[src/rtl/instruction_loader_pkg.sv]
// Shared definitions for the instruction loader: state encoding, default widths and the
// end-of-program marker.
package instruction_loader_pkg;

    localparam int unsigned PC_WIDTH_DEF = 9;
    localparam int unsigned NB_WIDTH_DEF = 32;
    localparam int unsigned NB_BYTE_DEF  = 8;

    localparam logic [NB_WIDTH_DEF-1:0] HALT_WORD_DEF = 32'hFFFF_FFFF;

    localparam int unsigned BYTES_PER_WORD = NB_WIDTH_DEF / NB_BYTE_DEF;

    // Width of a counter that indexes n items; never narrower than one bit.
    function automatic int unsigned cnt_width(input int unsigned n);
        return (n > 1) ? $clog2(n) : 1;
    endfunction

    localparam int unsigned BYTE_CNT_WIDTH = cnt_width(BYTES_PER_WORD);

    typedef enum logic [2:0] {
        StIdle,
        StClear,
        StRecv,
        StWrite,
        StDone
    } state_e;

endpackage

[src/rtl/instruction_loader_if.sv]
// Byte-stream input and memory-write bus of the instruction loader.
interface instruction_loader_if
    import instruction_loader_pkg::*;
#(
    parameter int unsigned PC_WIDTH = PC_WIDTH_DEF,
    parameter int unsigned NB_WIDTH = NB_WIDTH_DEF,
    parameter int unsigned NB_BYTE  = NB_BYTE_DEF
);

    logic                rx_valid;
    logic [NB_BYTE-1:0]  rx_data;
    logic                rx_ready;
    logic                write_enable;
    logic [PC_WIDTH-1:0] address;
    logic [NB_WIDTH-1:0] write_data;

    // Master: byte source / memory side. Slave: the loader itself.
    modport master (
        output rx_valid,
        output rx_data,
        input  rx_ready,
        input  write_enable,
        input  address,
        input  write_data
    );

    modport slave (
        input  rx_valid,
        input  rx_data,
        output rx_ready,
        output write_enable,
        output address,
        output write_data
    );

endinterface

[src/rtl/instruction_loader_word_assembler.sv]
// Packs little-endian stream bytes into one instruction word; flags the byte that
// completes the word.
module word_assembler
    import instruction_loader_pkg::*;
#(
    parameter int unsigned NB_WIDTH = NB_WIDTH_DEF,
    parameter int unsigned NB_BYTE  = NB_BYTE_DEF
) (
    input  logic                i_clk,
    input  logic                i_reset,
    input  logic                i_clear,
    input  logic                i_byte_valid,
    input  logic [NB_BYTE-1:0]  i_byte,
    output logic [NB_WIDTH-1:0] o_word,
    output logic                o_word_ready
);

    localparam int unsigned BPW = NB_WIDTH / NB_BYTE;
    localparam int unsigned CW  = cnt_width(BPW);
    localparam logic [CW-1:0] LAST_BYTE = CW'(BPW - 1);
    localparam logic [CW-1:0] CNT_ONE   = CW'(1);

    logic [CW-1:0]       r_byte_cnt;
    logic [NB_WIDTH-1:0] r_word;

    always_ff @(posedge i_clk) begin
        if (i_reset || i_clear) begin
            r_byte_cnt <= '0;
            r_word     <= '0;
        end else if (i_byte_valid) begin
            for (int k = 0; k < BPW; k++) begin
                if (r_byte_cnt == CW'(k)) begin
                    r_word[k*NB_BYTE +: NB_BYTE] <= i_byte;
                end
            end
            // Wrapping to 0 here leaves the counter ready for the next word.
            r_byte_cnt <= (r_byte_cnt == LAST_BYTE) ? '0 : r_byte_cnt + CNT_ONE;
        end
    end

    assign o_word       = r_word;
    assign o_word_ready = i_byte_valid && (r_byte_cnt == LAST_BYTE);

endmodule

[src/rtl/instruction_loader.sv]
// Loads a byte-streamed program into instruction memory from address 0 until HALT or the
// last slot, and can sweep the whole memory to zero.
module instruction_loader
    import instruction_loader_pkg::*;
#(
    parameter int unsigned          PC_WIDTH  = PC_WIDTH_DEF,
    parameter int unsigned          NB_WIDTH  = NB_WIDTH_DEF,
    parameter int unsigned          NB_BYTE   = NB_BYTE_DEF,
    parameter logic [NB_WIDTH-1:0]  HALT_WORD = HALT_WORD_DEF
) (
    input  logic                  i_clk,
    input  logic                  i_reset,
    input  logic                  i_start,
    input  logic                  i_clear,
    instruction_loader_if.slave   bus,
    output logic                  o_busy,
    output logic                  o_done,
    output logic                  o_full,
    output logic [PC_WIDTH:0]     o_word_count
);

    localparam logic [PC_WIDTH-1:0] LAST_ADDR = '1;
    localparam logic [PC_WIDTH-1:0] ADDR_ONE  = PC_WIDTH'(1);
    localparam logic [PC_WIDTH:0]   WC_ONE    = (PC_WIDTH + 1)'(1);

    state_e              r_state;
    state_e              w_state_d;
    logic [PC_WIDTH-1:0] r_addr;
    logic [PC_WIDTH-1:0] w_addr_d;
    logic [PC_WIDTH:0]   r_word_count;
    logic [PC_WIDTH:0]   w_word_count_d;
    logic                r_full;
    logic                w_full_d;

    logic                w_accept;
    logic                w_asm_clear;
    logic                w_word_ready;
    logic [NB_WIDTH-1:0] w_word;

    assign w_accept = (r_state == StRecv) && bus.rx_valid;

    word_assembler #(
        .NB_WIDTH (NB_WIDTH),
        .NB_BYTE  (NB_BYTE)
    ) u_word_assembler (
        .i_clk        (i_clk),
        .i_reset      (i_reset),
        .i_clear      (w_asm_clear),
        .i_byte_valid (w_accept),
        .i_byte       (bus.rx_data),
        .o_word       (w_word),
        .o_word_ready (w_word_ready)
    );

    always_ff @(posedge i_clk) begin
        if (i_reset) begin
            r_state      <= StIdle;
            r_addr       <= '0;
            r_word_count <= '0;
            r_full       <= 1'b0;
        end else begin
            r_state      <= w_state_d;
            r_addr       <= w_addr_d;
            r_word_count <= w_word_count_d;
            r_full       <= w_full_d;
        end
    end

    always_comb begin
        w_state_d      = r_state;
        w_addr_d       = r_addr;
        w_word_count_d = r_word_count;
        w_full_d       = r_full;
        w_asm_clear    = 1'b0;

        unique case (r_state)
            StIdle, StDone: begin
                // Clear wins over start when both pulse together.
                if (i_clear) begin
                    w_state_d = StClear;
                    w_addr_d  = '0;
                end else if (i_start) begin
                    w_state_d      = StRecv;
                    w_addr_d       = '0;
                    w_word_count_d = '0;
                    w_full_d       = 1'b0;
                    w_asm_clear    = 1'b1;
                end
            end
            StClear: begin
                if (r_addr == LAST_ADDR) begin
                    w_state_d = StIdle;
                end else begin
                    w_addr_d = r_addr + ADDR_ONE;
                end
            end
            StRecv: begin
                if (w_word_ready) begin
                    w_state_d = StWrite;
                end
            end
            StWrite: begin
                w_word_count_d = r_word_count + WC_ONE;
                if (w_word == HALT_WORD) begin
                    w_state_d = StDone;
                end else if (r_addr == LAST_ADDR) begin
                    w_state_d = StDone;
                    w_full_d  = 1'b1;
                end else begin
                    w_state_d = StRecv;
                    w_addr_d  = r_addr + ADDR_ONE;
                end
            end
            default: begin
                w_state_d = StIdle;
            end
        endcase
    end

    assign bus.rx_ready     = (r_state == StRecv);
    assign bus.write_enable = (r_state == StClear) || (r_state == StWrite);
    assign bus.address      = r_addr;
    assign bus.write_data   = (r_state == StClear) ? '0 : w_word;

    assign o_busy       = (r_state == StClear) || (r_state == StRecv) || (r_state == StWrite);
    assign o_done       = (r_state == StDone);
    assign o_full       = r_full;
    assign o_word_count = r_word_count;

endmodule

[src/flat_wrapper.sv]
// flat-port wrapper written by rule: the top's interface ports become plain ports
module instruction_loader_flat import instruction_loader_pkg::*;
#(
    parameter int unsigned          PC_WIDTH  = PC_WIDTH_DEF,
    parameter int unsigned          NB_WIDTH  = NB_WIDTH_DEF,
    parameter int unsigned          NB_BYTE   = NB_BYTE_DEF,
    parameter logic [NB_WIDTH-1:0]  HALT_WORD = HALT_WORD_DEF
)
  (i_clk, i_reset, i_start, i_clear, o_busy, o_done, o_full, o_word_count, bus_rx_valid, bus_rx_data, bus_rx_ready, bus_write_enable, bus_address, bus_write_data);
  instruction_loader_if #(.PC_WIDTH(PC_WIDTH), .NB_WIDTH(NB_WIDTH), .NB_BYTE(NB_BYTE)) bus_i ();
  input  logic i_clk;
  input  logic i_reset;
  input  logic i_start;
  input  logic i_clear;
  output logic o_busy;
  output logic o_done;
  output logic o_full;
  output logic [PC_WIDTH:0] o_word_count;
  input wire logic [$bits(bus_i.rx_valid)-1:0] bus_rx_valid;
  input wire logic [$bits(bus_i.rx_data)-1:0] bus_rx_data;
  output wire logic [$bits(bus_i.rx_ready)-1:0] bus_rx_ready;
  output wire logic [$bits(bus_i.write_enable)-1:0] bus_write_enable;
  output wire logic [$bits(bus_i.address)-1:0] bus_address;
  output wire logic [$bits(bus_i.write_data)-1:0] bus_write_data;
  assign bus_i.rx_valid = bus_rx_valid;
  assign bus_i.rx_data = bus_rx_data;
  assign bus_rx_ready = bus_i.rx_ready;
  assign bus_write_enable = bus_i.write_enable;
  assign bus_address = bus_i.address;
  assign bus_write_data = bus_i.write_data;
  instruction_loader #(.PC_WIDTH(PC_WIDTH), .NB_WIDTH(NB_WIDTH), .NB_BYTE(NB_BYTE), .HALT_WORD(HALT_WORD)) u_core (.i_clk(i_clk), .i_reset(i_reset), .i_start(i_start), .i_clear(i_clear), .bus(bus_i), .o_busy(o_busy), .o_done(o_done), .o_full(o_full), .o_word_count(o_word_count));
endmodule
[config.mk]
export PLATFORM = sky130hd
export DESIGN_NAME = instruction_loader_flat
export DESIGN_NICKNAME = d
export VERILOG_FILES = /design/src/rtl/instruction_loader_pkg.sv /design/src/rtl/instruction_loader_if.sv /design/src/rtl/instruction_loader_word_assembler.sv /design/src/rtl/instruction_loader.sv /design/src/flat_wrapper.sv
export SDC_FILE = /design/constraint.sdc
export NUM_CORES = 1
export LEC_CHECK = 0
export CAP_MARGIN = 25
export CORE_MARGIN = 3
export CORE_UTILIZATION = 44
export CTS_CLUSTER_DIAMETER = 80
export DETAILED_ROUTE_END_ITERATION = 10
export PLACE_DENSITY_LB_ADDON = 0.15
export SETUP_SLACK_MARGIN = 0.1
export SYNTH_ARGS = -nofsm -noshare
export SYNTH_HDL_FRONTEND = slang
export SYNTH_SLANG_ARGS = --single-unit
[constraint.sdc]
create_clock -name i_clk -period 2.2 [get_ports i_clk]
set_clock_uncertainty 0.15 [all_clocks]
set_input_delay 0.44 -clock i_clk [delete_from_list [all_inputs] [get_ports i_clk]]
set_output_delay 0.44 -clock i_clk [all_outputs]
set_load 0.02 [all_outputs]
==> run_results.csv <==
group,metric,value,unit
outcome,run_status,"complete, no violations",
logic_synthesis,ys_ff_latch,57,
drt,ant_nets,0,
global_routing,grt_pass1_wl,11900,µm
logic_synthesis,synth_top_family_by_area,"simple AND/OR/NAND/NOR gates",
global_routing,grt.busiest_layer,"met2",
drt,route.detailed.drc,0,
drt,drt_wl_total,7300,µm
global_routing,met3_usage,6.31,%
logic_synthesis,synth_nets,363,
logic_synthesis,ys.flop_type,"dfxtp_1",
logic_synthesis,synth_xor_area_share,3.18,%
logic_synthesis,synth_common_cells,"57 x dfxtp_1, 43 x a21oi_1, 41 x nand2_1",
global_routing,overflow,0,
logic_synthesis,synth_area_leader_cell,"dfxtp_1",
timing,timing.hold.ws,0.319,ns
die,die_x,85.1,µm
cts,cts-buffers-inserted,9,
drt,firstDrtPassIters,4,
place,hpwl,5020,µm
place,dpl.cell_count,480,
layout,nets,437,
drt,post_drt_via_cell_ratio,5.23,
hold_path,hp-class,"reg -> reg",
layout,area_growth,40.0,%
layout,fin_cells,497,
cts,clk_latency,0.34,ns
cts,clockRootBuffer,"clkbuf_8",
logic_synthesis,netlist_instances,343,
drt,first_iter_violations,109,
timing,rsz0062_at_grt,"true",
logic_synthesis,synth_simple_gate_area_share,34.3,%
place,placed_area,0.00358,mm²
layout,final_area,0.00385,mm²
power_and_ir_drop,p_per_area,696,mW/mm²
drt,wl_per_cell,14.7,µm
die,core,0.00599,mm²
place,gp_congestion,0.806,
logic_synthesis,muxShareOfSynthArea,1.09,%
cts,cts_tree,"yes",
timing,fmax,0.481,GHz
global_routing,grt_max_degree,44,
cts,cts.sinks,57,
timing,slew_violations,0,
worst_setup_path,reg2reg_depth,7,
logic_synthesis,synth_cell_type_count,43,
cts,htreeDepth,3,
cts,clock_path_buffers,2,
place,portBuffers,68,
logic_synthesis,synth_top_area_share,41.5,%
timing,slew_headroom,59.9,%
timing,fin_crit,2.08,ns
die,fp.dieArea,0.00724,mm²
timing,hold_viol_final,0,
die,core.rowCount,28,
logic_synthesis,synth_edf_count,0,
global_routing,use_met2,32.2,%
worst_setup_path,critPathArrivalTime,1.49,ns
logic_synthesis,synthTopCellsByArea,"dfxtp_1 41%, a21oi_1 7.8%, nor2b_1 7.5%",
layout,nFillCells,542,
layout,post-route-util,64.3,%
cts,cts_setup_buffers,0,
logic_synthesis,yosysWarnings,0,
global_routing,antenna_found_initial,0,
hold_path,min_from,"u_core.u_word_assembler.o_word[16]",
power_and_ir_drop,p_leak,1.43,nW
global_routing,use_met1,27.4,%
power_and_ir_drop,power,0.00268,W
worst_setup_path,critPathRequiredTime,1.61,ns
worst_setup_path,crit_type,"reg -> out",
worst_setup_path,cp_max_fo,9,
worst_setup_path,startpoint_type,"flip-flop",
timing,worstMarginPinSlew,0.596,ns
logic_synthesis,yosysMostFrequentCell,"dfxtp_1",
hold_path,hold_end,"u_core.u_word_assembler.o_word[16]",
worst_setup_path,worstReg2RegStart,"u_core.bus.address[1]",
logic_synthesis,syn-cell-area,0.00275,mm²
run,cap_viol_max_count,0,
timing,finalSetupViolations,0,
hold_path,hold_path_depth,2,
worst_setup_path,cp-end-kind,"output port",
die,ios,69,
logic_synthesis,synth_compound_area_share,12.1,%
cts,postCtsHoldBufs,0,
layout,final_layout_size_suffix_gt1_share,20.1,%
global_routing,grt_usage,20.7,%
timing,min_period_over_period,94.5,%
logic_synthesis,postSynthAreaPerCell,8.02,µm²
die,initial_core_util,45.9,%
logic_synthesis,ys_seq_area_share,41.5,%
worst_setup_path,reg2reg_slack,0.22,ns
logic_synthesis,ys_async_sr_fraction,0,%
cts,clk_pin_slew_worst_paths,0.07,ns
drt,num_vias,2601,
global_routing,grt_pass1_vias,2463,
logic_synthesis,synthAdderAreaFrac,3.18,%
power_and_ir_drop,peakVddDrop,0.000445,V
layout,diodes,0,
die,dieHeight,85.1,µm
worst_setup_path,r2r_end,"u_core.bus.address[6]",
==> stage by stage <==
stage	TNS (ns)	setup slack [ns]
after floorplan	0	0.101
after global placement	-0.0724	-0.0447
after detailed placement	-0.259	-0.0843
after CTS	0	0.0743
after global routing	0	0.0500
final	0	0.121
==> report_power, final <==
group | internal (W) | switching (W)
clock | 0.000863 | 0.000427
combinational | 0.000141 | 0.000193
sequential | 0.00104 | 0.0000127
==> per-layer routing <==
| layer | share of wire, % | wire length, µm | up-vias |
|---|---|---|---|
| met2 | 47 | 3450 | 79 |
| met5 | 0 | 0 | - |
| met1 | 46 | 3350 | 1183 |
| met4 | 1.4 | 102 | 0 |
| met3 | 5.5 | 400 | 10 |
| li1 | - | - | 1329 |
==> worst max-delay path, stage by stage (launching register included) <==
cell and delay [ns]:
dfxtp_1 0.33, buf_4 0.18, nor2_2 0.26, nor2_1 0.06
dlygate4sd2_1 0.32
==> layout by cell type (no fill, tap or decap), types with 4 or more instances in the layout <==
cell             instances
nand3_1                 39
a21oi_1                 43
clkdlybuf4s15_2         16
nor2_1                  28
nand2_1                 41
nor2b_1                 33
clkdlybuf4s50_1         32
clkbuf_2                11
bufinv_16                4
or3_1                    4
xor2_1                   7
buf_4                   12
nand4_1                 11
ha_1                     5
dfxtp_1                 53
buf_2                    5
inv_1                    6
nand2_2                  4
clkbuf_8                 9
==> how the worst max path moves through the flow <==
| stage | start | endpoint | slack [ns] | depth (start not counted) |
|---|---|---|---|---|
| after floorplan | u_core.bus.address[0] | u_core.bus.address[7] | 0.10 | 7 |
| after global placement | i_clear | u_core.bus.address[7] | -0.04 | 6 |
| after detailed placement | i_clear | u_core.bus.address[8] | -0.08 | 7 |
| after CTS | u_core.r_state[2] | bus_write_data[25] | 0.07 | 5 |
| after global routing | u_core.r_state[0] | o_busy | 0.05 | 4 |
| final | u_core.r_state[0] | o_busy | 0.12 | 4 |
==> flip-flops by register name, summed over array words and instances (netlist names) <==
name,cells
u_core.o_full,1
u_core.u_word_assembler.r_byte_cnt,2
u_core.bus.address,9
u_core.u_word_assembler.o_word,32
u_core.r_state,3
u_core.o_word_count,10
==> layout make-up <==
| cell class | instances | area, µm² | area share (%) |
|---|---|---|---|
| clock buffers | 10 | 128 | 3.31 |
| clock inverters | 6 | 130 | 3.38 |
| inverters | 6 | 22.5 | 0.585 |
| multi-input cells | 259 | 1540 | 39.9 |
| flip-flops and latches | 57 | 1150 | 29.8 |
| well taps | 75 | 93.8 | 2.44 |
| repair buffers | 84 | 793 | 20.6 |
==> kinds of logic (layout without fill, tap and decap cells) <==
kind of cell / Yosys count / in the layout
AOI/OAI and AO/OA: 58 / 58
DFF: 57 / 57
muxes: 3 / 3
adders and majority gates: 7 / 7
and+or+nand+nor: 181 / 181
xor gates and xnor gates: 10 / 10
buffers and inverters: 27 / 106
==> repair_timing <==
action | 4_1_cts | 5_1_grt
pin swaps | 0 | 2
endpoints found under the setup margin | 38 | 40
gates cloned | 0 | 1
gates resized for setup | 95 | 25
(Power assumes the default switching activity.)
